$ cat config.mk
export PLATFORM = sky130hd
export DESIGN_NAME = asynchronous_fifo_flat
export DESIGN_NICKNAME = d
export VERILOG_FILES = /design/src/rtl/fifo_pkg.sv /design/src/rtl/asynchronous_fifo_if.sv /design/src/rtl/fifo_ram.sv /design/src/rtl/asynchronous_fifo.sv /design/src/flat_wrapper.sv
export SDC_FILE = /design/constraint.sdc
export NUM_CORES = 2
export LEC_CHECK = 0
export BUFFER_PORTS_ARGS = -buffer_cell sky130_fd_sc_hd__buf_2
export CAP_MARGIN = 20
export CORE_ASPECT_RATIO = 0.75
export CORE_MARGIN = 4
export CORE_UTILIZATION = 55
export CTS_CLUSTER_SIZE = 25
export DETAILED_ROUTE_END_ITERATION = 6
export PLACE_DENSITY = 0.74
export SLEW_MARGIN = 30
export SYNTH_ARGS = -nofsm -noshare
export SYNTH_HDL_FRONTEND = slang
export SYNTH_SLANG_ARGS = --single-unit
export TNS_END_PERCENT = 30
$ cat constraint.sdc
create_clock -name wclk -period 3 [get_ports wclk]
set_input_delay 0.6 -clock wclk [delete_from_list [all_inputs] [get_ports wclk]]
set_output_delay 0.6 -clock wclk [all_outputs]
set_load 0.01 [all_outputs]
$ cat src/rtl/fifo_pkg.sv
// fifo_pkg: shared defaults for the single-clock FIFO.
//   DATA_WIDTH_DEF - default stored word width
//   DEPTH_DEF      - default number of entries (power of two, >= 2)
//   ADDR_WIDTH_DEF - memory address width derived from DEPTH_DEF
//   ptr_t          - read/write pointer type: address bits plus one wrap bit
package fifo_pkg;

  localparam int DATA_WIDTH_DEF = 8;
  localparam int DEPTH_DEF      = 256;
  localparam int ADDR_WIDTH_DEF = $clog2(DEPTH_DEF);

  typedef logic [ADDR_WIDTH_DEF:0] ptr_t;

endpackage

$ cat src/rtl/asynchronous_fifo_if.sv
// asynchronous_fifo_if: handshake and data bundle between a producer/consumer
// and the FIFO.
//   master modport - drives w_en, r_en, data_in; observes data_out and flags
//   slave modport  - the FIFO side: the reverse directions
interface asynchronous_fifo_if
  import fifo_pkg::*;
#(
  parameter int DATA_WIDTH = DATA_WIDTH_DEF
);

  logic                  w_en;
  logic                  r_en;
  logic [DATA_WIDTH-1:0] data_in;
  logic [DATA_WIDTH-1:0] data_out;
  logic                  full;
  logic                  empty;
  logic                  write_error;
  logic                  read_error;

  modport master (
    output w_en, r_en, data_in,
    input  data_out, full, empty, write_error, read_error
  );

  modport slave (
    input  w_en, r_en, data_in,
    output data_out, full, empty, write_error, read_error
  );

endinterface

$ cat src/rtl/fifo_ram.sv
// fifo_ram: simple dual-port storage for the FIFO.
//   clk     - single clock for both ports
//   rst_n   - async active-low reset; clears only the read data register
//   i_we    - write strobe, i_wdata stored at i_waddr on the rising edge
//   i_re    - read strobe, o_rdata loads mem[i_raddr] on the rising edge
//   o_rdata - registered read data, holds between reads
module fifo_ram
  import fifo_pkg::*;
#(
  parameter int DATA_WIDTH = DATA_WIDTH_DEF,
  parameter int DEPTH      = DEPTH_DEF
) (
  input  logic                          clk,
  input  logic                          rst_n,
  input  logic                          i_we,
  input  logic [$clog2(DEPTH)-1:0]      i_waddr,
  input  logic [DATA_WIDTH-1:0]         i_wdata,
  input  logic                          i_re,
  input  logic [$clog2(DEPTH)-1:0]      i_raddr,
  output logic [DATA_WIDTH-1:0]         o_rdata
);

  logic [DATA_WIDTH-1:0] r_mem [DEPTH];
  logic [DATA_WIDTH-1:0] r_rdata;

  // Storage array: no reset, contents are don't-care until written.
  always_ff @(posedge clk) begin
    if (i_we) begin
      r_mem[i_waddr] <= i_wdata;
    end
  end

  // Read data register: cleared by reset, otherwise holds until the next read.
  always_ff @(posedge clk or negedge rst_n) begin
    if (!rst_n) begin
      r_rdata <= {DATA_WIDTH{1'b0}};
    end else if (i_re) begin
      r_rdata <= r_mem[i_raddr];
    end else begin
      r_rdata <= r_rdata;
    end
  end

  assign o_rdata = r_rdata;

endmodule

$ cat src/rtl/asynchronous_fifo.sv
// asynchronous_fifo: single-clock FIFO with full/empty flags and registered
// overflow/underflow error flags.
//   wclk   - the only clock, write and read sides both run on it
//   wrst_n - async active-low reset, clears pointers, data_out and flags
//   fifo   - slave side of asynchronous_fifo_if (w_en, r_en, data_in in;
//            data_out, full, empty, write_error, read_error out)
module asynchronous_fifo
  import fifo_pkg::*;
#(
  parameter int DATA_WIDTH = DATA_WIDTH_DEF,
  parameter int DEPTH      = DEPTH_DEF
) (
  input  logic               wclk,
  input  logic               wrst_n,
  asynchronous_fifo_if.slave fifo
);

  localparam int ADDR_WIDTH = $clog2(DEPTH);

  // One extra MSB per pointer distinguishes full from empty when the
  // address bits coincide.
  logic [ADDR_WIDTH:0] r_wptr;
  logic [ADDR_WIDTH:0] r_rptr;
  logic                r_write_error;
  logic                r_read_error;
  logic                w_full;
  logic                w_empty;
  logic                w_wr_ok;
  logic                w_rd_ok;

  // Flags and accepted-access strobes, derived from the registered pointers.
  always_comb begin
    w_empty = (r_wptr == r_rptr);
    w_full  = (r_wptr[ADDR_WIDTH] != r_rptr[ADDR_WIDTH]) &&
              (r_wptr[ADDR_WIDTH-1:0] == r_rptr[ADDR_WIDTH-1:0]);
    // A read while full still proceeds; a write while full does not, even
    // though the read frees a slot on the same edge.
    w_wr_ok = fifo.w_en & ~w_full;
    w_rd_ok = fifo.r_en & ~w_empty;
  end

  // Write pointer: advances on every accepted write, wraps naturally.
  always_ff @(posedge wclk or negedge wrst_n) begin
    if (!wrst_n) begin
      r_wptr <= {(ADDR_WIDTH+1){1'b0}};
    end else if (w_wr_ok) begin
      r_wptr <= r_wptr + {{ADDR_WIDTH{1'b0}}, 1'b1};
    end else begin
      r_wptr <= r_wptr;
    end
  end

  // Read pointer: advances on every accepted read, wraps naturally.
  always_ff @(posedge wclk or negedge wrst_n) begin
    if (!wrst_n) begin
      r_rptr <= {(ADDR_WIDTH+1){1'b0}};
    end else if (w_rd_ok) begin
      r_rptr <= r_rptr + {{ADDR_WIDTH{1'b0}}, 1'b1};
    end else begin
      r_rptr <= r_rptr;
    end
  end

  // Error flags: non-sticky, reflect only the attempt on the previous edge.
  always_ff @(posedge wclk or negedge wrst_n) begin
    if (!wrst_n) begin
      r_write_error <= 1'b0;
      r_read_error  <= 1'b0;
    end else begin
      r_write_error <= fifo.w_en & w_full;
      r_read_error  <= fifo.r_en & w_empty;
    end
  end

  fifo_ram #(
    .DATA_WIDTH (DATA_WIDTH),
    .DEPTH      (DEPTH)
  ) u_ram (
    .clk     (wclk),
    .rst_n   (wrst_n),
    .i_we    (w_wr_ok),
    .i_waddr (r_wptr[ADDR_WIDTH-1:0]),
    .i_wdata (fifo.data_in),
    .i_re    (w_rd_ok),
    .i_raddr (r_rptr[ADDR_WIDTH-1:0]),
    .o_rdata (fifo.data_out)
  );

  assign fifo.full        = w_full;
  assign fifo.empty       = w_empty;
  assign fifo.write_error = r_write_error;
  assign fifo.read_error  = r_read_error;

endmodule

$ cat src/flat_wrapper.sv
// flat-port wrapper written by rule: the top's interface ports become plain ports
module asynchronous_fifo_flat import fifo_pkg::*;
#(
  parameter int DATA_WIDTH = DATA_WIDTH_DEF,
  parameter int DEPTH      = DEPTH_DEF
)
  (wclk, wrst_n, fifo_w_en, fifo_r_en, fifo_data_in, fifo_data_out, fifo_full, fifo_empty, fifo_write_error, fifo_read_error);
  asynchronous_fifo_if #(.DATA_WIDTH(DATA_WIDTH)) fifo_i ();
  input  logic wclk;
  input  logic wrst_n;
  input wire logic [$bits(fifo_i.w_en)-1:0] fifo_w_en;
  input wire logic [$bits(fifo_i.r_en)-1:0] fifo_r_en;
  input wire logic [$bits(fifo_i.data_in)-1:0] fifo_data_in;
  output wire logic [$bits(fifo_i.data_out)-1:0] fifo_data_out;
  output wire logic [$bits(fifo_i.full)-1:0] fifo_full;
  output wire logic [$bits(fifo_i.empty)-1:0] fifo_empty;
  output wire logic [$bits(fifo_i.write_error)-1:0] fifo_write_error;
  output wire logic [$bits(fifo_i.read_error)-1:0] fifo_read_error;
  assign fifo_i.w_en = fifo_w_en;
  assign fifo_i.r_en = fifo_r_en;
  assign fifo_i.data_in = fifo_data_in;
  assign fifo_data_out = fifo_i.data_out;
  assign fifo_full = fifo_i.full;
  assign fifo_empty = fifo_i.empty;
  assign fifo_write_error = fifo_i.write_error;
  assign fifo_read_error = fifo_i.read_error;
  asynchronous_fifo #(.DATA_WIDTH(DATA_WIDTH), .DEPTH(DEPTH)) u_core (.wclk(wclk), .wrst_n(wrst_n), .fifo(fifo_i));
endmodule
==> flow_metrics.py <==
metrics = {
    "die": {
        "core_area_um2": 145000,
        "start_util_pct": 55.6,
        "chipWidth_um": 451,
        "dieArea_um2": 153000,
        "num_rows": 121,
        "die_h_um": 340,
        "io_pins": 24,
    },
    "synth": {
        "syn_inst": 3840,
        "avgSynthCellArea_um2": 21.0,
        "ys_ff_latch": 2076,
        "syn_area_um2": 80800,
        "synth_nets": 3857,
        "yosysUniqueCellTypes": 73,
        "async_flop_share_pct": 1.35,
        "ys_warn_count": 0,
        "yosysTopAreaCell": "edfxtp_1",
        "synth_edf_count": 2048,
        "yosys_most_used_dff": "edfxtp_1",
        "synth_top_cells_by_area": "edfxtp_1 (76%), mux4_2 (13%), mux2i_1 (1.9%), nor2_1 (1.4%), dfrtp_1 (0.87%)",
        "ys_seq_area_share_pct": 77.0,
        "synth_top_area_share_pct": 76.1,
    },
    "drt": {
        "antenna_left": 0,
        "wire_per_inst_um": 33.5,
        "routed_wl_mm": 224,
        "drt_iter0_markers": 7786,
        "via_per_inst": 6.69,
        "vias": 44733,
        "firstDrtPassIters": 7,
        "drc_errors": 0,
    },
    "timing": {
        "hold_violations": 0,
        "rsz0062_at_grt": "true",
        "period_share_pct": 105,
        "postLayoutSetupSlackWorst_ns": -0.142,
        "holdWs_ns": 0.210,
        "setup_viol": 10,
        "period_minus_slack_ns": 3.14,
        "maxSlewHeadroom_pct": 36.0,
        "max_freq_mhz": 318,
        "drv_slew": 0,
        "fin_setup_tns_ns": -1.02,
        "skew_ns": 0.0259,
        "worst_pin_slew_ns": 0.956,
    },
    "clocking": {
        "cts_tree": "yes",
        "root_buffer": "clkbuf_16",
        "insertion_delay_ns": 0.83,
        "cts-htree-levels": 4,
        "clkTransAtPathRegs_ns": 0.07,
        "clockBufferDepth": 3,
        "cts_made_buffers": 181,
        "numClockSinks": 2076,
    },
    "power_and_ir_drop": {
        "p_sw_uw": 27800,
        "internal_power_uw": 58000,
        "p_leak_uw": 0.0314,
        "pwr_density_cell_nw_per_um2": 897,
        "clkPwrFrac_pct": 26.5,
        "switching_share_pct": 32.4,
        "power.total_uw": 85800,
        "power_frac_seq_pct": 38.1,
        "vdd_drop_max_v": 0.000842,
        "p_comb_share_pct": 35.4,
    },
    "min_path": {
        "min_path_type": "in2reg",
    },
    "global_routing": {
        "grt_max_degree": 100,
        "grt.total_usage_pct": 28.9,
        "grt_pass1_wl_mm": 316,
        "antenna_found_initial": 6,
        "grt_overflow": 0,
        "first_global_vias": 43281,
    },
    "finish": {
        "layout-drive-gt1-share_pct": 34.4,
        "fin_nets": 4576,
        "layout.area.seq_um2": 62200,
        "final_cell_mix": "edfxtp_1 (2048), buf_4 (628), mux4_2 (476)",
        "final_common_cell": "edfxtp_1",
        "multi_input_area_um2": 17800,
        "fin_area_um2": 95600,
        "synthToLayoutAreaGrowth_pct": 18.3,
        "fillers": 9072,
    },
    "critical_path": {
        "startpoint_type": "flop",
        "cp.required_ns": 3.71,
        "cp_max_fo": 13,
        "arrival_ns": 3.85,
        "critPathKind": "reg2reg",
        "worstSetupEndpointType": "flop",
    },
    "placed_design": {
        "io_buffer_count": 23,
        "dp_hpwl_mm": 140,
        "place.gp.congestion": 0.943,
        "placed_area_um2": 88500,
    },
    "outcome": {
        "status": "complete, but fails checks",
        "violations": "setup timing",
    },
    "job": {
        "max_cap_violations": 0,
    },
}
[final cells by class]
type | count | share of cell area, %
Tap cell | 1968 | 2.58
Antenna cell | 5 | 0.0131
Timing Repair Buffer | 772 | 7.67
Inverter | 11 | 0.0497
Clock buffer | 237 | 5.03
Sequential cell | 2076 | 65.1
Clock inverter | 100 | 0.929
Multi-Input combinational cell | 1517 | 18.7
[sequential cells by signal, indices dropped and copies added (netlist names)]
register,flops
u_core.fifo.read_error,1
u_core.u_ram.r_mem,2048
u_core.fifo.write_error,1
u_core.u_ram.o_rdata,8
u_core.r_wptr,9
u_core.r_rptr,9
[cell families (layout without fill, tap and decap cells)]
group / Yosys count / count (layout) / share of synthesized area, %
multiplexers: 641 / 641 / 15.3
flip-flops: 2076 / 2076 / 77.0
AND/OR/NAND/NOR: 517 / 517 / 2.76
buffers and inverters: 247 / 1120 / 1.74
other: 0 / 5 / 0
XOR/XNOR: 25 / 25 / 0.271
AO/OA/AOI/OAI: 329 / 329 / 2.88
adder cells (fa/ha/maj): 5 / 5 / 0.0774
[power groups by stage]
stage               Sequential, uW  Combinational [uW]  Clock (uW)
global placement             33300               26900           0
detailed placement           33300               27100           0
global route                 32600               31200       24300
floorplan                    33000               15000           0
finish                       32600               30400       22800
CTS                          32700               28000       22900
[metal layers]
| layer | GRT usage, % | vias up | share of wire (%) |
|---|---|---|---|
| met2 | 40.5 | 3882 | 44 |
| met5 | 0 | - | 0.029 |
| met3 | 9.77 | 491 | 15 |
| met1 | 42.9 | 22933 | 37 |
| li1 | - | 17419 | - |
| met4 | 10.2 | 8 | 3.8 |
[final timing paths]
check | startpoint | to | slack, ns | cells past startpoint
setup / recovery | u_core.r_rptr[0] | u_core.u_ram.o_rdata[5] | -0.14 | 12
hold / removal | fifo_data_in[1] | u_core.u_ram.r_mem[125][1] | 0.21 | 1
setup reg to reg | u_core.r_rptr[0] | u_core.u_ram.o_rdata[5] | -0.14 | 12
hold reg to reg | u_core.r_wptr[8] | u_core.r_wptr[8] | 0.50 | 1
max in group asynchronous | wrst_n | u_core.r_rptr[3] | 1.97 | 2
min in group asynchronous | wrst_n | u_core.fifo.read_error | 0.40 | 2
[repair_timing]
action | CTS | global route
cloned | 2 | 8
endpoints found under the hold margin | 30 | 0
hold buffers | 3 | 0
pin swaps | 6 | 19
buffers inserted | 11 | 36
endpoints found under the setup margin | 10 | 27
resized for setup | 47 | 84
[synthesized netlist by cell type (all sizes together), types with 3 or more instances]
cell type,count
a2111oi,6
o21ai,38
nand4,12
nor2b,13
inv,11
a2bb2oi,3
o32a,3
a211oi,21
dfrtp,28
mux2i,152
nand2,99
o2111ai,4
mux4,476
a22o,9
a31oi,10
o21a,4
a21oi,60
edfxtp,2048
nor4,5
mux2,13
o311ai,4
a21o,3
nor3,14
o22ai,20
o41ai,4
a22oi,63
nand3,33
a41oi,3
ha,5
xnor2,13
a221oi,29
nor2,298
and2,11
xor2,12
clkbuf,100
nand3b,4
and3,8
nand2b,7
o211ai,10
buf,136
a222oi,3
o221ai,20
[worst max-delay path, stage by stage (launching register included)]
cell and delay [ns]:
dfrtp_4 0.46, buf_4 0.13, buf_12 0.14, buf_12 0.15, buf_16 0.15, buf_4 0.18
mux4_2 0.56, a22oi_1 0.24, a21oi_1 0.11, nor2_1 0.18, buf_4 0.18, o211ai_1 0.17
o32a_1 0.34
[stage by stage]
step / cells / worst slack (ns) / util (%)
floorplan: 3840 / 0.281 / -
global placement: 6284 / -0.547 / 60.8
detailed placement: 6284 / -0.470 / 60.9
CTS: 6637 / -0.112 / 65.1
global route: 6682 / -0.157 / 65.7
finish: 6686 / -0.142 / 65.7
Note: power is estimated with default switching activity, not from simulation.
